==> src/rtl/div_arb_pkg.sv <==
// div_arb_pkg
// Purpose: shared constants and types for the divider arbiter.
//   XLEN, BR_MASK_W, ROB_IDX_W, PDST_W, FCN_W : datapath field widths
//   MAX_SRC_W                                 : widest requester index (up to 4 requesters)
//   div_arb_state_e                           : arbiter FSM states
//   div_tag_t                                 : bookkeeping kept for the single in-flight op
package div_arb_pkg;

  localparam int XLEN      = 64;
  localparam int BR_MASK_W = 12;
  localparam int ROB_IDX_W = 6;
  localparam int PDST_W    = 7;
  localparam int FCN_W     = 4;
  localparam int MAX_SRC_W = 2;

  typedef enum logic [1:0] {
    IDLE = 2'd0,
    BUSY = 2'd1,
    KILL = 2'd2
  } div_arb_state_e;

  // The source index is stored at its widest size so the struct does not
  // depend on the requester count; the top narrows it on the way out.
  typedef struct packed {
    logic [MAX_SRC_W-1:0] src;
    logic [ROB_IDX_W-1:0] rob_idx;
    logic [PDST_W-1:0]    pdst;
    logic [BR_MASK_W-1:0] br_mask;
  } div_tag_t;

endpackage

==> src/rtl/div_arbiter_rr_arbiter.sv <==
// rr_arbiter
// Purpose: combinational round-robin pick among eligible requesters,
// starting the search at the round-robin pointer and wrapping.
// Ports:
//   i_eligible  in  NUM_REQ  requesters allowed to win this cycle
//   i_rrPtr     in  SRC_W    highest-priority requester this cycle
//   o_grant     out NUM_REQ  one-hot grant (all zero when nobody eligible)
//   o_grantIdx  out SRC_W    index of the granted requester
//   o_anyGrant  out 1        at least one requester eligible
module rr_arbiter #(
  parameter int NUM_REQ = 2,
  parameter int SRC_W   = $clog2(NUM_REQ)
) (
  input  logic [NUM_REQ-1:0] i_eligible,
  input  logic [SRC_W-1:0]   i_rrPtr,
  output logic [NUM_REQ-1:0] o_grant,
  output logic [SRC_W-1:0]   o_grantIdx,
  output logic               o_anyGrant
);

  // Walk the requesters in priority order from the pointer; the first
  // eligible one wins. The wrap is done in integer arithmetic so that
  // non-power-of-two requester counts behave.
  always_comb begin
    int             idxInt;
    logic [SRC_W-1:0] idx;
    logic           found;
    o_grant    = '0;
    o_grantIdx = '0;
    found      = 1'b0;
    idxInt     = 0;
    idx        = '0;
    for (int off = 0; off < NUM_REQ; off++) begin
      idxInt = int'(i_rrPtr) + off;
      if (idxInt >= NUM_REQ) begin
        idxInt = idxInt - NUM_REQ;
      end
      idx = SRC_W'(idxInt);
      if (!found && i_eligible[idx]) begin
        found        = 1'b1;
        o_grant[idx] = 1'b1;
        o_grantIdx   = idx;
      end
    end
    o_anyGrant = found;
  end

endmodule

==> src/rtl/div_arbiter.sv <==
// div_arbiter
// Purpose: shares one iterative divider (one op in flight) between NUM_REQ
// issue requesters with round-robin arbitration, tracks the in-flight uop
// tag and branch mask, kills the op on mispredict or flush, and returns the
// tagged result on a single response port. Request and response paths are
// combinational pass-throughs.
// Ports:
//   clock, reset (synchronous, active low)
//   req_*        per-requester issue interface (valid/ready, opcode, width,
//                branch mask, ROB index, pdst, operands), flattened vectors
//   brupdate_*   branch resolve / mispredict masks, flush kills everything
//   div_req_*    request to the divider, div_kill aborts the divider op
//   div_resp_*   divider result handshake
//   resp_*       tagged result to writeback
// Optional build macro DIV_ARBITER_PERF_EN adds saturating counters:
//   perf_busy_cycles[31:0], perf_kills[15:0], perf_grants[NUM_REQ*16-1:0]
module div_arbiter
  import div_arb_pkg::*;
#(
  parameter int NUM_REQ = 2,
  parameter int SRC_W   = $clog2(NUM_REQ)
) (
  input  logic                         clock,
  input  logic                         reset,
  input  logic [NUM_REQ-1:0]           req_valid,
  output logic [NUM_REQ-1:0]           req_ready,
  input  logic [NUM_REQ*FCN_W-1:0]     req_fcn,
  input  logic [NUM_REQ-1:0]           req_dw,
  input  logic [NUM_REQ*BR_MASK_W-1:0] req_br_mask,
  input  logic [NUM_REQ*ROB_IDX_W-1:0] req_rob_idx,
  input  logic [NUM_REQ*PDST_W-1:0]    req_pdst,
  input  logic [NUM_REQ*XLEN-1:0]      req_rs1,
  input  logic [NUM_REQ*XLEN-1:0]      req_rs2,
  input  logic [BR_MASK_W-1:0]         brupdate_resolve_mask,
  input  logic [BR_MASK_W-1:0]         brupdate_mispredict_mask,
  input  logic                         flush,
  output logic                         div_req_valid,
  input  logic                         div_req_ready,
  output logic [FCN_W-1:0]             div_req_fn,
  output logic                         div_req_dw,
  output logic [XLEN-1:0]              div_req_in1,
  output logic [XLEN-1:0]              div_req_in2,
  output logic                         div_kill,
  input  logic                         div_resp_valid,
  input  logic [XLEN-1:0]              div_resp_data,
  output logic                         div_resp_ready,
  output logic                         resp_valid,
  input  logic                         resp_ready,
  output logic [SRC_W-1:0]             resp_src,
  output logic [ROB_IDX_W-1:0]         resp_rob_idx,
  output logic [PDST_W-1:0]            resp_pdst,
  output logic [XLEN-1:0]              resp_data
`ifdef DIV_ARBITER_PERF_EN
  ,
  output logic [31:0]                  perf_busy_cycles,
  output logic [15:0]                  perf_kills,
  output logic [NUM_REQ*16-1:0]        perf_grants
`endif
);

  div_arb_state_e         r_state;
  div_arb_state_e         w_nextState;
  div_tag_t               r_tag;
  logic [SRC_W-1:0]       r_rrPtr;

  logic [NUM_REQ-1:0]     w_eligible;
  logic [NUM_REQ-1:0]     w_grant;
  logic [SRC_W-1:0]       w_grantIdx;
  logic                   w_anyGrant;
  logic [ROB_IDX_W-1:0]   w_grantRob;
  logic [PDST_W-1:0]      w_grantPdst;
  logic [BR_MASK_W-1:0]   w_grantBrMask;
  logic                   w_issueFire;
  logic                   w_killNow;

  // A requester whose uop sits under a branch mispredicted this very cycle
  // is already dead, so it must not be allowed to win.
  always_comb begin
    w_eligible = '0;
    for (int i = 0; i < NUM_REQ; i++) begin
      w_eligible[i] = req_valid[i]
                    && ((req_br_mask[i*BR_MASK_W +: BR_MASK_W] & brupdate_mispredict_mask) == '0)
                    && !flush;
    end
  end

  rr_arbiter #(
    .NUM_REQ (NUM_REQ),
    .SRC_W   (SRC_W)
  ) u_rrArbiter (
    .i_eligible (w_eligible),
    .i_rrPtr    (r_rrPtr),
    .o_grant    (w_grant),
    .o_grantIdx (w_grantIdx),
    .o_anyGrant (w_anyGrant)
  );

  // Operand and tag mux driven by the one-hot grant.
  always_comb begin
    div_req_fn    = '0;
    div_req_dw    = 1'b0;
    div_req_in1   = '0;
    div_req_in2   = '0;
    w_grantRob    = '0;
    w_grantPdst   = '0;
    w_grantBrMask = '0;
    for (int i = 0; i < NUM_REQ; i++) begin
      if (w_grant[i]) begin
        div_req_fn    = req_fcn[i*FCN_W +: FCN_W];
        div_req_dw    = req_dw[i];
        div_req_in1   = req_rs1[i*XLEN +: XLEN];
        div_req_in2   = req_rs2[i*XLEN +: XLEN];
        w_grantRob    = req_rob_idx[i*ROB_IDX_W +: ROB_IDX_W];
        w_grantPdst   = req_pdst[i*PDST_W +: PDST_W];
        w_grantBrMask = req_br_mask[i*BR_MASK_W +: BR_MASK_W];
      end
    end
  end

  assign w_issueFire = div_req_valid && div_req_ready;
  // Evaluated on the stored mask, before this cycle's resolve clears bits.
  assign w_killNow   = flush || ((r_tag.br_mask & brupdate_mispredict_mask) != '0);

  always_ff @(posedge clock) begin
    if (!reset) begin
      r_state <= IDLE;
    end else begin
      r_state <= w_nextState;
    end
  end

  always_comb begin
    w_nextState = r_state;
    case (r_state)
      IDLE: begin
        if (w_issueFire) begin
          w_nextState = BUSY;
        end
      end
      BUSY: begin
        if (w_killNow) begin
          w_nextState = KILL;
        end else if (div_resp_valid && resp_ready) begin
          w_nextState = IDLE;
        end
      end
      KILL: begin
        if (div_req_ready) begin
          w_nextState = IDLE;
        end
      end
      default: w_nextState = IDLE;
    endcase
  end

  // Handshake outputs. Reset holds div_kill high so a divider op that was
  // in flight when reset arrived is aborted rather than left dangling.
  // A kill in BUSY suppresses any result the divider presents that cycle.
  always_comb begin
    req_ready      = '0;
    div_req_valid  = 1'b0;
    div_kill       = 1'b0;
    div_resp_ready = 1'b0;
    resp_valid     = 1'b0;
    if (!reset) begin
      div_kill = 1'b1;
    end else begin
      case (r_state)
        IDLE: begin
          div_req_valid = w_anyGrant;
          req_ready     = w_grant & {NUM_REQ{div_req_ready}};
        end
        BUSY: begin
          if (w_killNow) begin
            div_kill = 1'b1;
          end else begin
            resp_valid     = div_resp_valid;
            div_resp_ready = resp_ready;
          end
        end
        KILL: begin
          div_resp_ready = 1'b1;
        end
        default: ;
      endcase
    end
  end

  // Tag capture at issue; while the op is in flight its branch mask keeps
  // shedding resolved branches so a later mispredict on a resolved branch
  // does not kill it.
  always_ff @(posedge clock) begin
    if (!reset) begin
      r_tag   <= '0;
      r_rrPtr <= '0;
    end else if (w_issueFire) begin
      r_tag.src     <= MAX_SRC_W'(w_grantIdx);
      r_tag.rob_idx <= w_grantRob;
      r_tag.pdst    <= w_grantPdst;
      r_tag.br_mask <= w_grantBrMask & ~brupdate_resolve_mask;
      r_rrPtr       <= (w_grantIdx == SRC_W'(NUM_REQ - 1)) ? '0 : w_grantIdx + SRC_W'(1);
    end else if (r_state == BUSY) begin
      r_tag.br_mask <= r_tag.br_mask & ~brupdate_resolve_mask;
    end
  end

  assign resp_src     = SRC_W'(r_tag.src);
  assign resp_rob_idx = r_tag.rob_idx;
  assign resp_pdst    = r_tag.pdst;
  assign resp_data    = div_resp_data;

`ifdef DIV_ARBITER_PERF_EN
  logic [31:0]           r_perfBusy;
  logic [15:0]           r_perfKills;
  logic [NUM_REQ*16-1:0] r_perfGrants;

  // All counters stick at their maximum instead of wrapping.
  always_ff @(posedge clock) begin
    if (!reset) begin
      r_perfBusy   <= '0;
      r_perfKills  <= '0;
      r_perfGrants <= '0;
    end else begin
      if ((r_state == BUSY) && (r_perfBusy != '1)) begin
        r_perfBusy <= r_perfBusy + 32'd1;
      end
      if ((r_state == BUSY) && w_killNow && (r_perfKills != '1)) begin
        r_perfKills <= r_perfKills + 16'd1;
      end
      for (int i = 0; i < NUM_REQ; i++) begin
        if (w_issueFire && w_grant[i] && (r_perfGrants[i*16 +: 16] != 16'hFFFF)) begin
          r_perfGrants[i*16 +: 16] <= r_perfGrants[i*16 +: 16] + 16'd1;
        end
      end
    end
  end

  assign perf_busy_cycles = r_perfBusy;
  assign perf_kills       = r_perfKills;
  assign perf_grants      = r_perfGrants;
`endif

endmodule

==> config.mk <==
export PLATFORM = sky130hd
export DESIGN_NAME = div_arbiter
export DESIGN_NICKNAME = d
export VERILOG_FILES = /design/src/rtl/div_arb_pkg.sv /design/src/rtl/div_arbiter_rr_arbiter.sv /design/src/rtl/div_arbiter.sv
export SDC_FILE = /design/constraint.sdc
export NUM_CORES = 1
export LEC_CHECK = 0
export ABC_AREA = 1
export CAP_MARGIN = 10
export CORE_AREA = 2 2 247 249
export DETAILED_ROUTE_END_ITERATION = 12
export DIE_AREA = 0 0 249 251
export GPL_TIMING_DRIVEN = 1
export HOLD_SLACK_MARGIN = 0.15
export PLACE_DENSITY = 0.42
export SKIP_CTS_REPAIR_TIMING = 1
export SYNTH_ARGS = -nofsm -noshare
export SYNTH_HDL_FRONTEND = slang
export SYNTH_SLANG_ARGS = --single-unit
==> constraint.sdc <==
create_clock -name clock -period 5.1 [get_ports clock]
set_input_delay 1.02 -clock clock [delete_from_list [all_inputs] [get_ports clock]]
set_output_delay 1.02 -clock clock [all_outputs]
set_load 0.1 [all_outputs]
## Word level (Yosys, flattened, before mapping)

Cells that the tools add are included.
Widths: inputs -> output; s select.

- Register bits after elaboration: 29
- Bits of input ports: 412
- Output and inout port bits: 217
- Word-level logic and storage cells: 98

- Add/subtract/negate cells: 4
- $lt $le $gt $ge: 6
- Equality and inequality tests: 5
- Muxes and demuxes: 51
- Bitwise logic cells: 8
- Reduce and logical (&&, ||, !) cells: 18

Operators with widths:

| cell | count |
|---|---|
| $mux 64 | 4 |
| $and 12x12->12 | 5 |
| $mux 12 | 4 |
| $mux 1 | 25 |
| $logic_not 12->1 | 2 |
| $mux 2 | 8 |
| $mux 7 | 2 |
| $mux 6 | 2 |
| $not 12->12 | 1 |
| $reduce_bool 12->1 | 1 |
| $logic_and 1x1->1 | 9 |
| $mux 4 | 2 |
| $pmux 2 s3 | 1 |
| $lt 1x2->1 const B | 2 |
| $ne 2x2->1 const B | 2 |
| $ne 3x3->1 const B | 1 |
| $reduce_and 3->1 | 1 |
| $add 1x1->2 const B | 1 |
| $and 2x2->2 | 1 |
| $demux 1 s1 | 2 |
| $eq 2x1->1 const B | 1 |
| $eq 2x2->1 const B | 1 |
| $ge 1x1->1 const B | 2 |
| $ge 1x2->1 const B | 1 |
| other kinds (9) | 11 |

## Longest topological paths before layout

- Depth after elaboration: 15
- Gate-level depth with buffers: 14

## Hierarchy

Synthesis repeated with hierarchy kept, for this count alone.

- Cell total of the unflattened synthesis: 795
- Area total of the unflattened synthesis: 4219.0 sq um

By module, submodules not included:

| module | instances | cells each | area an instance (sq um) | seq. area each (sq um) |
|---|---|---|---|---|
| div_arbiter | 1 | 781 | 4164.0 | 580.6 |
| rr_arbiter | 1 | 14 | 55.1 | 0.0 |

## Worst setup path before layout

No wires, ideal clock.

- Kind: input to output
- Start point: input port brupdate_mispredict_mask[5]
- End point: output port div_resp_ready
- Arrival: 3.083 ns
- Required time: 4.080 ns
- Path slack: 0.997 ns
- Stages: 5
- Path buffers: 0
- Cell sequence: a22o_1 -> nor3_1 -> and2_1 -> nand3_1 -> a21oi_1

- Cells in the longest elaborated chain, start to end: 6

Ends and longest elaborated chain:

| what | RTL line | text |
|---|---|---|
| start: declaration | div_arbiter.sv:35 | `input logic [BR_MASK_W-1:0] brupdate_mispredict_mask,` |
| $and 12x12->12 | div_arbiter.sv:122 | `assign w_killNow = flush \|\| ((r_tag.br_mask & brupdate_mispredict_mask) != '0);` |
| $reduce_bool 12->1 | div_arbiter.sv:122 |  |
| $logic_or 1x1->1 | div_arbiter.sv:122 |  |
| $mux 1 | div_arbiter.sv:174 | `if (w_killNow) begin` |
| $pmux 1 s2 | div_arbiter.sv:168 | `case (r_state)` |
| $mux 1 | div_arbiter.sv:165 | `if (!reset) begin` |
| end: declaration | div_arbiter.sv:46 | `output logic div_resp_ready,` |

No other way between the ends.

## Final worst setup path

- Start point: input port brupdate_mispredict_mask[3]
- End point: output port div_req_in2[18]

- Cells in the longest elaborated chain, start to end: 12

Ends and longest elaborated chain:

| what | RTL line | text |
|---|---|---|
| $and 12x12->12 | div_arbiter.sv:82 | `&& ((req_br_mask[i*BR_MASK_W +: BR_MASK_W] & brupdate_mispredict_mask) == '0)` |
| $logic_not 12->1 | div_arbiter.sv:82 |  |
| $logic_and 1x1->1 | div_arbiter.sv:82 |  |
| $logic_and 1x1->1 | div_arbiter.sv:83 | `&& !flush;` |
| $mux 1 (implied by the code) (2 in series) | div_arbiter_rr_arbiter.sv:39 | `if (!found && i_eligible[idx]) begin` |
| $mux 1 | div_arbiter_rr_arbiter.sv:39 |  |
| $logic_not 1->1 | div_arbiter_rr_arbiter.sv:39 |  |
| $logic_and 1x1->1 | div_arbiter_rr_arbiter.sv:39 |  |
| $mux 2 * | div_arbiter_rr_arbiter.sv:39 |  |
| $mux 64 | div_arbiter.sv:108 | `if (w_grant[i]) begin` |
| $mux 64 * | div_arbiter.sv:108 |  |
| end: declaration | div_arbiter.sv:42 | `output logic [XLEN-1:0] div_req_in2,` |

Every way passes the cells marked *; elsewhere a longest branch is shown, timed or not. The select of a mux whose other input is x is not followed.

==> flow_summary.ini <==
[sta]
period_minus_slack_ns = 4.52
clock_skew_ns = 0.00283
final.setup.tns_ns = 0
finalSetupViolCount = 0
finalHoldViolCount = 0
min_period_over_period_pct = 88.7
worst_hold_slack_ns = 0.491
worstMarginPinSlew_ns = 1.02
drv_slew = 0
max_freq_mhz = 221
rsz0062_at_grt = no
worst_slew_margin_rel_pct = 31.7

[clocking]
cts_num_sinks = 29
cts-root-buf = clkbuf_16
htree_levels = 2
cts.clk_slew.worst_paths_ns = 0.06
numCtsBuffers = 5
tritoncts = built
clock_latency_ns = 0.28
cts_buffer_depth = 2

[global_route]
grt_usage_pct = 9.59
grt_pass1_vias = 6248
grt_max_degree = 135
overflow = 0
grt_antenna_before_repair = 7
grt_pass1_wl_mm = 44.5

[placed_design]
io_buffers = 500
gp_congestion = 0.827
dp_hpwl_mm = 26.4
dp.cells = 1734

[drt]
drtPass1Iterations = 6
routed-wl-met2_mm = 14.7
wire_per_inst_um = 18.4
route.met3.wl_mm = 3.83
wirelength_mm = 32.1
vias = 6174
ant_nets = 0
viasPerCell = 3.54
drc = 0
drt-met1-wl_mm = 12.7
drtIter0Drc = 465
routed.top_layer = met5

[die]
ioPinCount = 629
die_h_um = 251
coreArea_sq_um = 59800
rows = 90
die_w_um = 249
die_area_sq_um = 62500
initial_core_util_pct = 7.00

[min_path]
hold_path.class = reg2reg
holdPathEnd = resp_rob_idx[5]
worstHoldStart = resp_rob_idx[5]
holdPathStages = 2

[cells_and_area]
nNetsFinal = 1374
drive_gt1_share_pct = 18.8
fillers = 6635
synthToLayoutAreaGrowth_pct = 160
layout.cells.non_filler = 1745

[synth]
synth_xor_area_share_pct = 0
synthSimpleGateAreaFrac_pct = 21.3
synth_common_cells = a32o_1 (133), nand2_1 (131), buf_4 (87)
async_reset_ff_share_pct = 0
yosys.area.top_type = a32o_1
avgSynthCellArea_sq_um = 7.28
synthAdderAreaFrac_pct = 0.897
synth-seq-cells = 29
synth_top_family_by_area = compound AO/OA/AOI/OAI gates
synth_compound_area_share_pct = 38.7
muxShareOfSynthArea_pct = 0
ys_warn_count = 0
syn_inst = 575
synth_area_sq_um = 4190
ys_types = 31
syn_nets = 990
yosys_most_used_dff = dfxtp_1
synth_most_common_cell = a32o_1
synth_seq_area_share_pct = 13.9
synth_enable_flop_cells = 0
synth_area_leaders = a32o_1 (32%), buf_4 (16%), dfxtp_1 (14%)
yosysTopAreaCellShare_pct = 31.8

[critical_path]
start_kind = primary input
reg2reg_from = r_state[0]
worstSetupPathType = in2out
r2r_slack_ns = 2.39
required_ns = 4.08
reg2reg_depth = 11
reg2reg_to = r_tag[2]
arrival_ns = 3.50
cp-end-kind = output pin
cp_max_fo = 75

[pwr]
p_leak_nw = 3.80
ir_drop_mv = 0.107
p_total_mw = 1.22
cellPowerDensity_nw_per_um2 = 112

[run_status]
status = completed

[job]
cap_viol_max_count = 0
how the worst max path moves through the flow:
stage	start	end	slack [ns]	cells past startpoint
after floorplan	brupdate_mispredict_mask[5]	div_resp_ready	1.0	5
after global placement	brupdate_mispredict_mask[3]	div_req_in2[9]	0.62	9
after CTS	brupdate_mispredict_mask[3]	div_req_in2[9]	0.65	9
after detailed placement	req_br_mask[13]	div_req_in2[9]	0.65	10
final	brupdate_mispredict_mask[3]	div_req_in2[18]	0.58	9
after global routing	brupdate_mispredict_mask[3]	div_req_in2[18]	0.52	9
cell families (layout without fill, tap and decap cells):
| family | Yosys count | count (layout) |
|---|---|---|
| AOI/OAI and AO/OA | 185 | 185 |
| adders and majority gates | 3 | 3 |
| buffers and inverters | 163 | 548 |
| DFF | 29 | 29 |
| other | 0 | 3 |
| and+or+nand+nor | 195 | 195 |
cell usage in the layout, fill, tap and decap left out, types with 2 or more instances in the layout:
cell type	instances
nor3_1	2
dfxtp_1	29
nand2_2	6
ha_1	3
clkdlybuf4s50_1	361
nor2_1	14
nand2_4	4
inv_1	25
buf_4	7
nand2_1	131
buf_12	140
a32o_1	133
a31oi_1	13
a21oi_1	26
o21ai_0	10
nand4_1	8
clkbuf_16	5
clkbuf_8	2
diode_2	3
nor2_8	2
nor2_2	3
nand3_1	20
inv_2	5
sequential cells by signal, summed over array words and instances, names as in the netlist:
| name | cells |
|---|---|
| r_tag | 12 |
| resp_pdst | 7 |
| resp_rob_idx | 6 |
| r_state | 2 |
| r_rrPtr | 1 |
| resp_src | 1 |
through the flow:
| stage | instance area [sq um] | setup slack [ns] | utilization, % |
|---|---|---|---|
| final | 10900 | 0.577 | 18.2 |
| after detailed placement | 10700 | 0.647 | 17.9 |
| after floorplan | 4190 | 0.997 | - |
| after global routing | 10900 | 0.520 | 18.2 |
| after global placement | 10700 | 0.617 | 17.9 |
| after CTS | 10900 | 0.645 | 18.2 |
critical path, cell delays in order:
cell and delay [ns]:
clkdlybuf4s50_1 0.45, nand2_1 0.16, nand3_1 0.22, nor2_2 0.19, nand2_2 0.12, inv_4 0.30, buf_12 0.33, a32o_1 0.37
buf_12 0.21
cell type report:
cell class,instances,area [sq um],area share [%]
Clock inverter,1,5.00,0.0461
Clock buffer,7,153,1.40
Timing Repair Buffer,508,6470,59.5
Multi-Input combinational cell,383,2550,23.5
Antenna cell,3,7.51,0.0691
Inverter,32,123,1.13
Tap cell,782,978,9.00
Sequential cell,29,581,5.34
metal layers:
layer,vias up,GRT usage (%)
met2,377,15.3
met4,10,2.29
met1,2885,11.4
met3,47,4.52
met5,-,2.01
li1,2855,-
where the power goes:
part	switching [mW]	total, mW	internal, mW
Clock	0.117	0.324	0.207
Combinational	0.301	0.641	0.340
Sequential	0.0123	0.256	0.243
Total	0.431	1.22	0.790
Note: power is estimated with default switching activity, not from simulation.
